[config.mk]
export PLATFORM = sky130hd
export DESIGN_NAME = gravity_sensor_rx
export DESIGN_NICKNAME = d
export VERILOG_FILES = /design/src/rtl/gravity_sensor_rx.sv
export SDC_FILE = /design/constraint.sdc
export NUM_CORES = 1
export LEC_CHECK = 0
export BUFFER_PORTS_ARGS = -buffer_cell sky130_fd_sc_hd__buf_2
export CORE_ASPECT_RATIO = 0.7
export CORE_UTILIZATION = 51
export CTS_CLUSTER_DIAMETER = 120
export DETAILED_ROUTE_END_ITERATION = 7
export GPL_TIMING_DRIVEN = 1
export PLACE_DENSITY_LB_ADDON = 0.15
export REMOVE_ABC_BUFFERS = 1
export SLEW_MARGIN = 10
export SYNTH_ARGS = -nofsm -noshare
export SYNTH_HDL_FRONTEND = slang
export SYNTH_SLANG_ARGS = --single-unit
export TNS_END_PERCENT = 30
[constraint.sdc]
create_clock -name clk1 -period 1.86 [get_ports clk1]
set_input_delay 0 -clock clk1 [delete_from_list [all_inputs] [get_ports clk1]]
set_output_delay 0 -clock clk1 [all_outputs]
set_load 0.03 [all_outputs]
[src/rtl/gravity_sensor_rx.sv]
// Serial sensor frame receiver: oversampled 3-wire link, per-channel sample
// registers, and tilt / speed / random-bit decode for the game logic.
module gravity_sensor_rx #(
    parameter int unsigned CHANNELS   = 2,
    parameter int unsigned SAMPLE_W   = 12,
    parameter int unsigned FRAME_BITS = 24,
    parameter int unsigned TILT_CH    = 0,
    parameter int unsigned SPEED_CH   = 1,
    parameter int unsigned THRESH_NEG = 257,
    parameter int unsigned THRESH_POS = 320,
    parameter int unsigned HYST       = 32,
    parameter int unsigned RAND_W     = 3,
    localparam int unsigned CH_W      = (CHANNELS > 1) ? $clog2(CHANNELS) : 1
) (
    input  logic                clk1,
    input  logic                rst_n,
    input  logic                cs_n,
    input  logic                sclk,
    input  logic                sdi,
    output logic [1:0]          car_move,
    output logic                speed,
    output logic [RAND_W-1:0]   random_data,
    output logic                sample_valid,
    output logic [CH_W-1:0]     sample_ch,
    output logic [SAMPLE_W-1:0] sample_data,
    output logic                frame_err
);

    localparam int unsigned CNT_W = $clog2(FRAME_BITS + 2);
    localparam int unsigned VW    = SAMPLE_W + 1;

    localparam logic signed [VW-1:0] LEFT_ON   = -$signed(VW'(THRESH_NEG));
    localparam logic signed [VW-1:0] LEFT_OFF  = -$signed(VW'(THRESH_NEG - HYST));
    localparam logic signed [VW-1:0] RIGHT_ON  = $signed(VW'(THRESH_POS));
    localparam logic signed [VW-1:0] RIGHT_OFF = $signed(VW'(THRESH_POS - HYST));

    typedef enum logic [1:0] {
        IDLE,
        SHIFT,
        COMMIT
    } state_t;

    state_t              state;
    logic [2:0]          cs_q;
    logic [2:0]          sclk_q;
    logic [2:0]          sdi_q;
    logic [CNT_W-1:0]    bit_cnt;
    // Only the trailing SAMPLE_W bits of a frame are ever kept.
    logic [SAMPLE_W-1:0] shreg;
    logic [CH_W-1:0]     ptr;
    logic [SAMPLE_W-1:0] ch_reg [CHANNELS];

    logic                cs_rise;
    logic                cs_fall;
    logic                sclk_rise;
    logic signed [VW-1:0] tilt_v;
    logic [1:0]          car_move_nxt;

    assign cs_rise   =  cs_q[1] & ~cs_q[2];
    assign cs_fall   = ~cs_q[1] &  cs_q[2];
    assign sclk_rise =  sclk_q[1] & ~sclk_q[2];

    // Two-flop synchronisers plus an edge-detect stage; the cs_n edge stage
    // freezes during COMMIT so a back-to-back frame start is seen next cycle.
    always_ff @(posedge clk1) begin
        if (!rst_n) begin
            cs_q   <= 3'b111;
            sclk_q <= 3'b111;
            sdi_q  <= 3'b000;
        end else begin
            cs_q[1:0] <= {cs_q[0], cs_n};
            if (state != COMMIT) begin
                cs_q[2] <= cs_q[1];
            end
            sclk_q <= {sclk_q[1:0], sclk};
            sdi_q  <= {sdi_q[1:0], sdi};
        end
    end

    // Frame FSM: shift on sclk rises, validate length on cs_n rise, commit.
    always_ff @(posedge clk1) begin
        if (!rst_n) begin
            state        <= IDLE;
            bit_cnt      <= '0;
            shreg        <= '0;
            ptr          <= '0;
            sample_valid <= 1'b0;
            sample_ch    <= '0;
            sample_data  <= '0;
            frame_err    <= 1'b0;
            for (int unsigned i = 0; i < CHANNELS; i++) begin
                ch_reg[i] <= '0;
            end
        end else begin
            sample_valid <= 1'b0;
            frame_err    <= 1'b0;
            case (state)
                IDLE: begin
                    if (cs_fall) begin
                        state   <= SHIFT;
                        bit_cnt <= '0;
                        shreg   <= '0;
                    end
                end
                SHIFT: begin
                    if (cs_rise) begin
                        if (bit_cnt == CNT_W'(FRAME_BITS)) begin
                            state <= COMMIT;
                        end else begin
                            frame_err <= 1'b1;
                            ptr       <= '0;
                            state     <= IDLE;
                        end
                    end else if (sclk_rise) begin
                        shreg <= {shreg[SAMPLE_W-2:0], sdi_q[2]};
                        if (bit_cnt != CNT_W'(FRAME_BITS + 1)) begin
                            bit_cnt <= bit_cnt + 1'b1;
                        end
                    end
                end
                COMMIT: begin
                    ch_reg[ptr]  <= shreg;
                    sample_valid <= 1'b1;
                    sample_ch    <= ptr;
                    sample_data  <= shreg;
                    if (ptr == CH_W'(CHANNELS - 1)) begin
                        ptr <= '0;
                    end else begin
                        ptr <= ptr + 1'b1;
                    end
                    state <= IDLE;
                end
                default: state <= IDLE;
            endcase
        end
    end

    // Tilt with hysteresis; an active tilt is held until it leaves its release band.
    always_comb begin
        tilt_v       = VW'($signed(ch_reg[TILT_CH]));
        car_move_nxt = 2'b00;
        if (car_move == 2'b10 && tilt_v <= LEFT_OFF) begin
            car_move_nxt = 2'b10;
        end else if (car_move == 2'b01 && tilt_v >= RIGHT_OFF) begin
            car_move_nxt = 2'b01;
        end else if (tilt_v <= LEFT_ON) begin
            car_move_nxt = 2'b10;
        end else if (tilt_v >= RIGHT_ON) begin
            car_move_nxt = 2'b01;
        end
    end

    // Game outputs follow the committed channel one cycle after sample_valid.
    always_ff @(posedge clk1) begin
        if (!rst_n) begin
            car_move    <= 2'b00;
            speed       <= 1'b0;
            random_data <= '0;
        end else if (sample_valid) begin
            if (sample_ch == CH_W'(TILT_CH)) begin
                car_move <= car_move_nxt;
            end
            if (sample_ch == CH_W'(SPEED_CH)) begin
                speed       <= ch_reg[SPEED_CH][SAMPLE_W-1];
                random_data <= ch_reg[SPEED_CH][RAND_W-1:0];
            end
        end
    end

endmodule

==> flow_metrics.py, run 1 <==
metrics = {
    "outcome": {
        "outcome": "finished clean",
    },
    "cells_and_area": {
        "design_area_um2": 2720,
        "post_route_cells_drive_above_1_share_pct": 18.8,
        "finalNetCount": 275,
        "layout.filler_cells": 392,
        "post_layout_nonfiller_instances": 327,
        "utilization_after_layout_pct": 62.9,
        "leading_cell_type_in_the_layout_fill_and_taps_excluded": "dfxtp_1",
        "insertedDiodeCount": 0,
        "final_cell_mix": "50 x dfxtp_1, 37 x nand2_1, 25 x a21oi_1, 25 x buf_2",
        "syn2layout_area_growth_pct": 18.1,
    },
    "place": {
        "port_buffers": 25,
        "dp_cells": 308,
        "detailed_place_hpwl_um": 2820,
        "post-place-ws_ps": 265,
        "gp_congestion": 0.766,
        "placement.cell_area_um2": 2500,
    },
    "synth": {
        "number_of_enable_flip_flop_cells_after_synthesis": 11,
        "netlist_top_cells_area": "dfxtp_1 43%, edfxtp_1 14%, nand2_1 6.0%",
        "synth_warnings": 0,
        "synth.ff_latch_count": 61,
        "synth.avg_cell_area_um2": 9.97,
        "synth_sequential_area_ratio_pct": 57.8,
        "netlist_area_um2": 2300,
        "synth_largest_type_area_fraction_pct": 43.5,
        "synthFlopType": "dfxtp_1",
        "yosys.area.top_type": "dfxtp_1",
        "synthCells": 231,
        "ys_types": 35,
        "asyncSetResetFlopFracSynth_pct": 0,
    },
    "critical_path": {
        "crit-reg2reg-launch": "state[1]$_SDFFE_PN0P_",
        "crit_buf_inv": 1,
        "worst-endpoint-required_ps": 2090,
        "timing.critical_path.cells": "nor2b_2 > a41oi_2 > buf_4 > mux2i_1 > nor2_1",
        "critical_path.startpoint": "state[1]$_SDFFE_PN0P_",
        "path_max_fanout": 10,
        "timing.critical_path.slowest_cell_delay_ps": 460,
        "timing_worst_setup_path_type": "register to register",
        "critPathLaunchType": "register",
        "critical-path-slowest-cell": "dfxtp_1",
        "timing.critical_path.to_type": "register",
        "crit_arrival_ps": 1830,
        "worst_path_dominant_cell_family": "flip-flops",
    },
    "sta": {
        "max_clock_freq_mhz": 622,
        "worst_slack_ps": 253,
        "layout_worst_path_cycle_share_pct": 86.4,
        "slew_headroom_pct": 67.6,
        "finalHoldViolations": 0,
        "timing.final.setup_violations": 0,
        "finClkSkew_ps": 7.46,
        "fin_hold_ws_ps": 42.1,
        "final.min_clock_period_ps": 1610,
        "rsz0062_at_grt": "no",
        "setup_tns_ps": 0,
        "report.final.slew_viol_count": 0,
        "worst_slew_pin_slew_ps": 483,
    },
    "clocking": {
        "clk_pin_slew_worst_paths_ps": 70,
        "numClockSinks": 61,
        "clock_tree.buffer_depth": 2,
        "clockRootBuffer": "clkbuf_8",
        "h_tree_depth": 3,
        "cts_bufs_inserted": 9,
        "cts_tree": "done",
        "worst_skew_pair.late_latency_ps": 330,
        "postCtsResizedCells": 0,
    },
    "route": {
        "postRouteWirelength_um": 4170,
        "drtAntennaViolNets": 0,
        "detail_route.vias_per_cell": 5.03,
        "avgRoutedWirePerCell_um": 12.8,
        "detail_route.first_pass.iterations": 4,
        "drc": 0,
        "detailroute.via_count": 1645,
        "number_of_drc_markers_in_iteration_0": 100,
    },
    "floorplan": {
        "floorplan.core_area_um2": 4330,
        "die_w_um": 82.3,
        "fp.dieH_um": 58.2,
        "fp.dieArea_um2": 4790,
        "top_level_ports": 26,
        "placementRows": 20,
        "initial_core_util_pct": 53.2,
    },
    "global_routing": {
        "grt_usage_pct": 19.6,
        "antenna_found_initial": 0,
        "grt-ovfl-total": 0,
        "largest_net_degree_at_the_start_of_global_routing": 20,
        "first_global_vias": 1392,
        "grt_first_pass_wirelength_um": 6630,
    },
    "power_and_ir_drop": {
        "totalPowerFinal_mw": 2.59,
        "leakage_nw": 1.14,
        "ir_worst_vdd_mv": 0.590,
        "power_density_nw_per_um2": 952,
    },
    "min_path": {
        "timing.hold.worst.start": "rst_n",
        "min-delay-path-class": "input port to register",
    },
    "run": {
        "max_cap_violations": 0,
    },
}
## synthesized netlist by cell type (all sizes together) (2+ instances only)
library cell,number
buf,3
and2,14
nand3,9
inv,6
edfxtp,11
dfxtp,50
nor2,14
ha,3
o211ai,2
clkbuf,8
or3,3
mux2i,12
nor3,2
a21oi,25
nor2b,3
nand2b,9
o21ai,5
nand2,37
and3,2
## kinds of logic (layout without fill, tap and decap cells)
group,Yosys count,in the layout,synth area share [%]
muxes,12,12,5.21
buffers and inverters,17,58,3.48
and+or+nand+nor,99,99,21.8
AOI/OAI and AO/OA,39,39,10.1
DFF,61,61,57.8
adders and majority gates,3,3,1.63
## per-layer routing
metal	up-vias	share of wire, %	global-route usage (%)
li1	865	-	-
met4	0	1.1	6.77
met1	736	54	28.5
met3	5	5.5	10.2
met5	-	0	0
met2	39	39	24.3
## final timing paths
| path | end | slack [ps] | cells after the start |
|---|---|---|---|
| max reg2reg | shreg[8]$_SDFFE_PN0P_ | 250 | 5 |
| max | shreg[8]$_SDFFE_PN0P_ | 250 | 5 |
| min | sample_ch$_SDFFE_PN0N_ | 40 | 3 |
| min reg2reg | sclk_q[1]$_SDFF_PN1_ | 410 | 1 |
## report_power, final
group          switching [mW]  internal (mW)  total [mW]  leakage, nW
combinational          0.0461         0.0337      0.0798        0.521
clock                   0.488          0.652        1.14        0.101
sequential             0.0103           1.36        1.37        0.518
## timing repair
item / 4_1_cts / 5_1_grt
hold buffers: 3 / 0
endpoints found under the hold margin: 3 / 0
setup endpoints to repair: 0 / 0
buffers inserted: 0 / 0
## worst register-to-register path, cell delays in order, from the launching register on
cell and delay, ps:
dfxtp_1 460, nor2b_2 100, a41oi_2 410, buf_4 270, mux2i_1 210, nor2_1 50
## area by class of cell
class	count	area [um2]	area share, %
tap	55	68.8	2.53
clock inverter	4	46.3	1.70
clock buffer	12	145	5.33
inverter	6	22.5	0.828
sequential	61	1330	48.9
timing repair buffer	36	215	7.91
multi-input combinational	153	892	32.8
(Power assumes the default switching activity.)
==> run 2, diff against run 1 <==
--- a/config.mk
+++ b/config.mk
@@ -6,7 +6,7 @@
 export NUM_CORES = 1
 export LEC_CHECK = 0
 export BUFFER_PORTS_ARGS = -buffer_cell sky130_fd_sc_hd__buf_2
-export CORE_ASPECT_RATIO = 0.7
+export CORE_ASPECT_RATIO = 0.8
 export CORE_UTILIZATION = 51
 export CTS_CLUSTER_DIAMETER = 120
 export DETAILED_ROUTE_END_ITERATION = 7
==> flow_metrics.py, run 2 (same netlist as run 1, synthesis figures left out) <==
metrics = {
    "sta": {
        "max_clock_freq_mhz": 595,
        "layout_worst_path_cycle_share_pct": 90.4,
        "worst_slew_pin_slew_ps": 489,
        "finalHoldViolations": 0,
        "report.final.slew_viol_count": 0,
        "finClkSkew_ps": 9.02,
        "setup_tns_ps": 0,
        "final.min_clock_period_ps": 1680,
        "timing.final.setup_violations": 0,
        "worst_slack_ps": 179,
        "slew_headroom_pct": 67.4,
        "rsz0062_at_grt": "no",
    },
    "critical_path": {
        "worst_path_dominant_cell_family": "simple AND/OR/NAND/NOR gates",
        "critPathLaunchType": "register",
        "cp.depth": 4,
        "timing.critical_path.cells": "nor2b_2 > a41oi_2 > or4_1 > a21oi_1",
        "timing.critical_path.slowest_cell_delay_ps": 490,
        "crit_arrival_ps": 1950,
        "worst-endpoint-required_ps": 2120,
        "timing.critical_path.to_type": "register",
        "critical-path-slowest-cell": "or4_1",
        "path_max_fanout": 10,
        "crit_buf_inv": 0,
        "r2r_cells": 4,
        "timing_worst_setup_path_type": "register to register",
    },
    "cells_and_area": {
        "finalNetCount": 276,
        "design_area_um2": 2800,
        "insertedDiodeCount": 0,
        "utilization_after_layout_pct": 65.7,
        "syn2layout_area_growth_pct": 21.5,
        "leading_cell_type_in_the_layout_fill_and_taps_excluded": "dfxtp_1",
        "post_route_cells_drive_above_1_share_pct": 19.4,
        "final_cell_mix": "50 x dfxtp_1, 37 x nand2_1, 25 x a21oi_1, 25 x buf_2",
    },
    "route": {
        "avgRoutedWirePerCell_um": 12.5,
        "detailroute.via_count": 1666,
        "drtAntennaViolNets": 0,
        "detail_route.vias_per_cell": 5.05,
        "drc": 0,
        "detail_route.first_pass.iterations": 4,
        "postRouteWirelength_um": 4120,
        "number_of_drc_markers_in_iteration_0": 45,
    },
    "clocking": {
        "cts_tree": "done",
        "clock_tree.buffer_depth": 2,
        "clockRootBuffer": "clkbuf_8",
        "clk_pin_slew_worst_paths_ps": 60,
        "h_tree_depth": 3,
        "numClockSinks": 61,
        "worst_skew_pair.late_latency_ps": 340,
        "cts_bufs_inserted": 9,
        "postCtsResizedCells": 0,
    },
    "outcome": {
        "outcome": "finished clean",
    },
    "power_and_ir_drop": {
        "leakage_nw": 1.18,
        "ir_worst_vdd_mv": 0.812,
        "totalPowerFinal_mw": 2.85,
        "power_density_nw_per_um2": 1020,
    },
    "min_path": {
        "min-delay-path-class": "input port to register",
        "min_path_cells": 3,
    },
    "floorplan": {
        "top_level_ports": 26,
        "floorplan.core_area_um2": 4260,
        "fp.dieH_um": 62.1,
        "initial_core_util_pct": 54.1,
        "fp.dieArea_um2": 4790,
        "placementRows": 21,
        "die_w_um": 77.1,
    },
    "place": {
        "port_buffers": 25,
        "placement.cell_area_um2": 2520,
        "gp_congestion": 0.756,
        "post-place-ws_ps": 261,
        "detailed_place_hpwl_um": 2780,
    },
    "run": {
        "max_cap_violations": 0,
    },
    "global_routing": {
        "largest_net_degree_at_the_start_of_global_routing": 18,
        "grt-ovfl-total": 0,
        "antenna_found_initial": 0,
        "first_global_vias": 1578,
        "grt_first_pass_wirelength_um": 6900,
        "grt_usage_pct": 19.1,
    },
}
[run 2: cell types whose count changed in the layout (fill, tap and decap cells not counted)]
cell / change
buf_12: +1
bufinv_16: +1
clkbuf_1: -1
clkbuf_16: +1
clkbuf_8: +1
clkinv_2: -1
inv_4: -1
[run 2: layout make-up]
| cell class | instances | area [um2] |
|---|---|---|
| Clock buffer | 13 | 180 |
| Inverter | 6 | 22.5 |
| Fill cell | 370 | 1460 |
| Clock inverter | 3 | 65.1 |
| Sequential cell | 61 | 1330 |
| Timing Repair Buffer | 37 | 235 |
| Tap cell | 57 | 71.3 |
| Multi-Input combinational cell | 153 | 892 |
[run 2: where the power goes]
group	internal [mW]	switching [mW]	total, mW	leakage (nW)
clock	0.907	0.489	1.40	0.125
sequential	1.36	0.0104	1.37	0.518
combinational	0.0366	0.0463	0.0829	0.533
total	2.30	0.546	2.85	1.18
[run 2: layer usage]
metal / part of all wire [%] / GRT usage (%)
met5: 0 / 0
met4: 1.7 / 9.43
met3: 4.1 / 7.94
met2: 47 / 29.4
met1: 47 / 22.9
[run 2: worst paths after layout]
path / from / to / slack [ps]
worst max-delay path: state[0]$_SDFFE_PN0P_ / bit_cnt[2]$_SDFFE_PN0P_ / 180
worst min-delay path: rst_n / sclk_q[0]$_SDFF_PN1_ / 60
worst max register to register: state[0]$_SDFFE_PN0P_ / bit_cnt[2]$_SDFFE_PN0P_ / 180
worst min register to register: cs_q[0]$_SDFF_PN1_ / cs_q[1]$_SDFF_PN1_ / 410
[run 2: metrics by stage]
step                      instances  hold slack (ps)
after detailed placement        311              183
final                           330             60.3
after global placement          311              180
after CTS                       330             46.4
after global routing            330             56.2
after floorplan                 220             71.8
[run 2: tightest hold or removal path, cell delays in order]
cell and delay (ps):
buf_2 100, buf_4 180, nand2b_1 80
[run 2: repair_timing]
item,in CTS,in global routing
hold buffers,3,0
buffers inserted,0,0
endpoints found under the hold margin,3,0
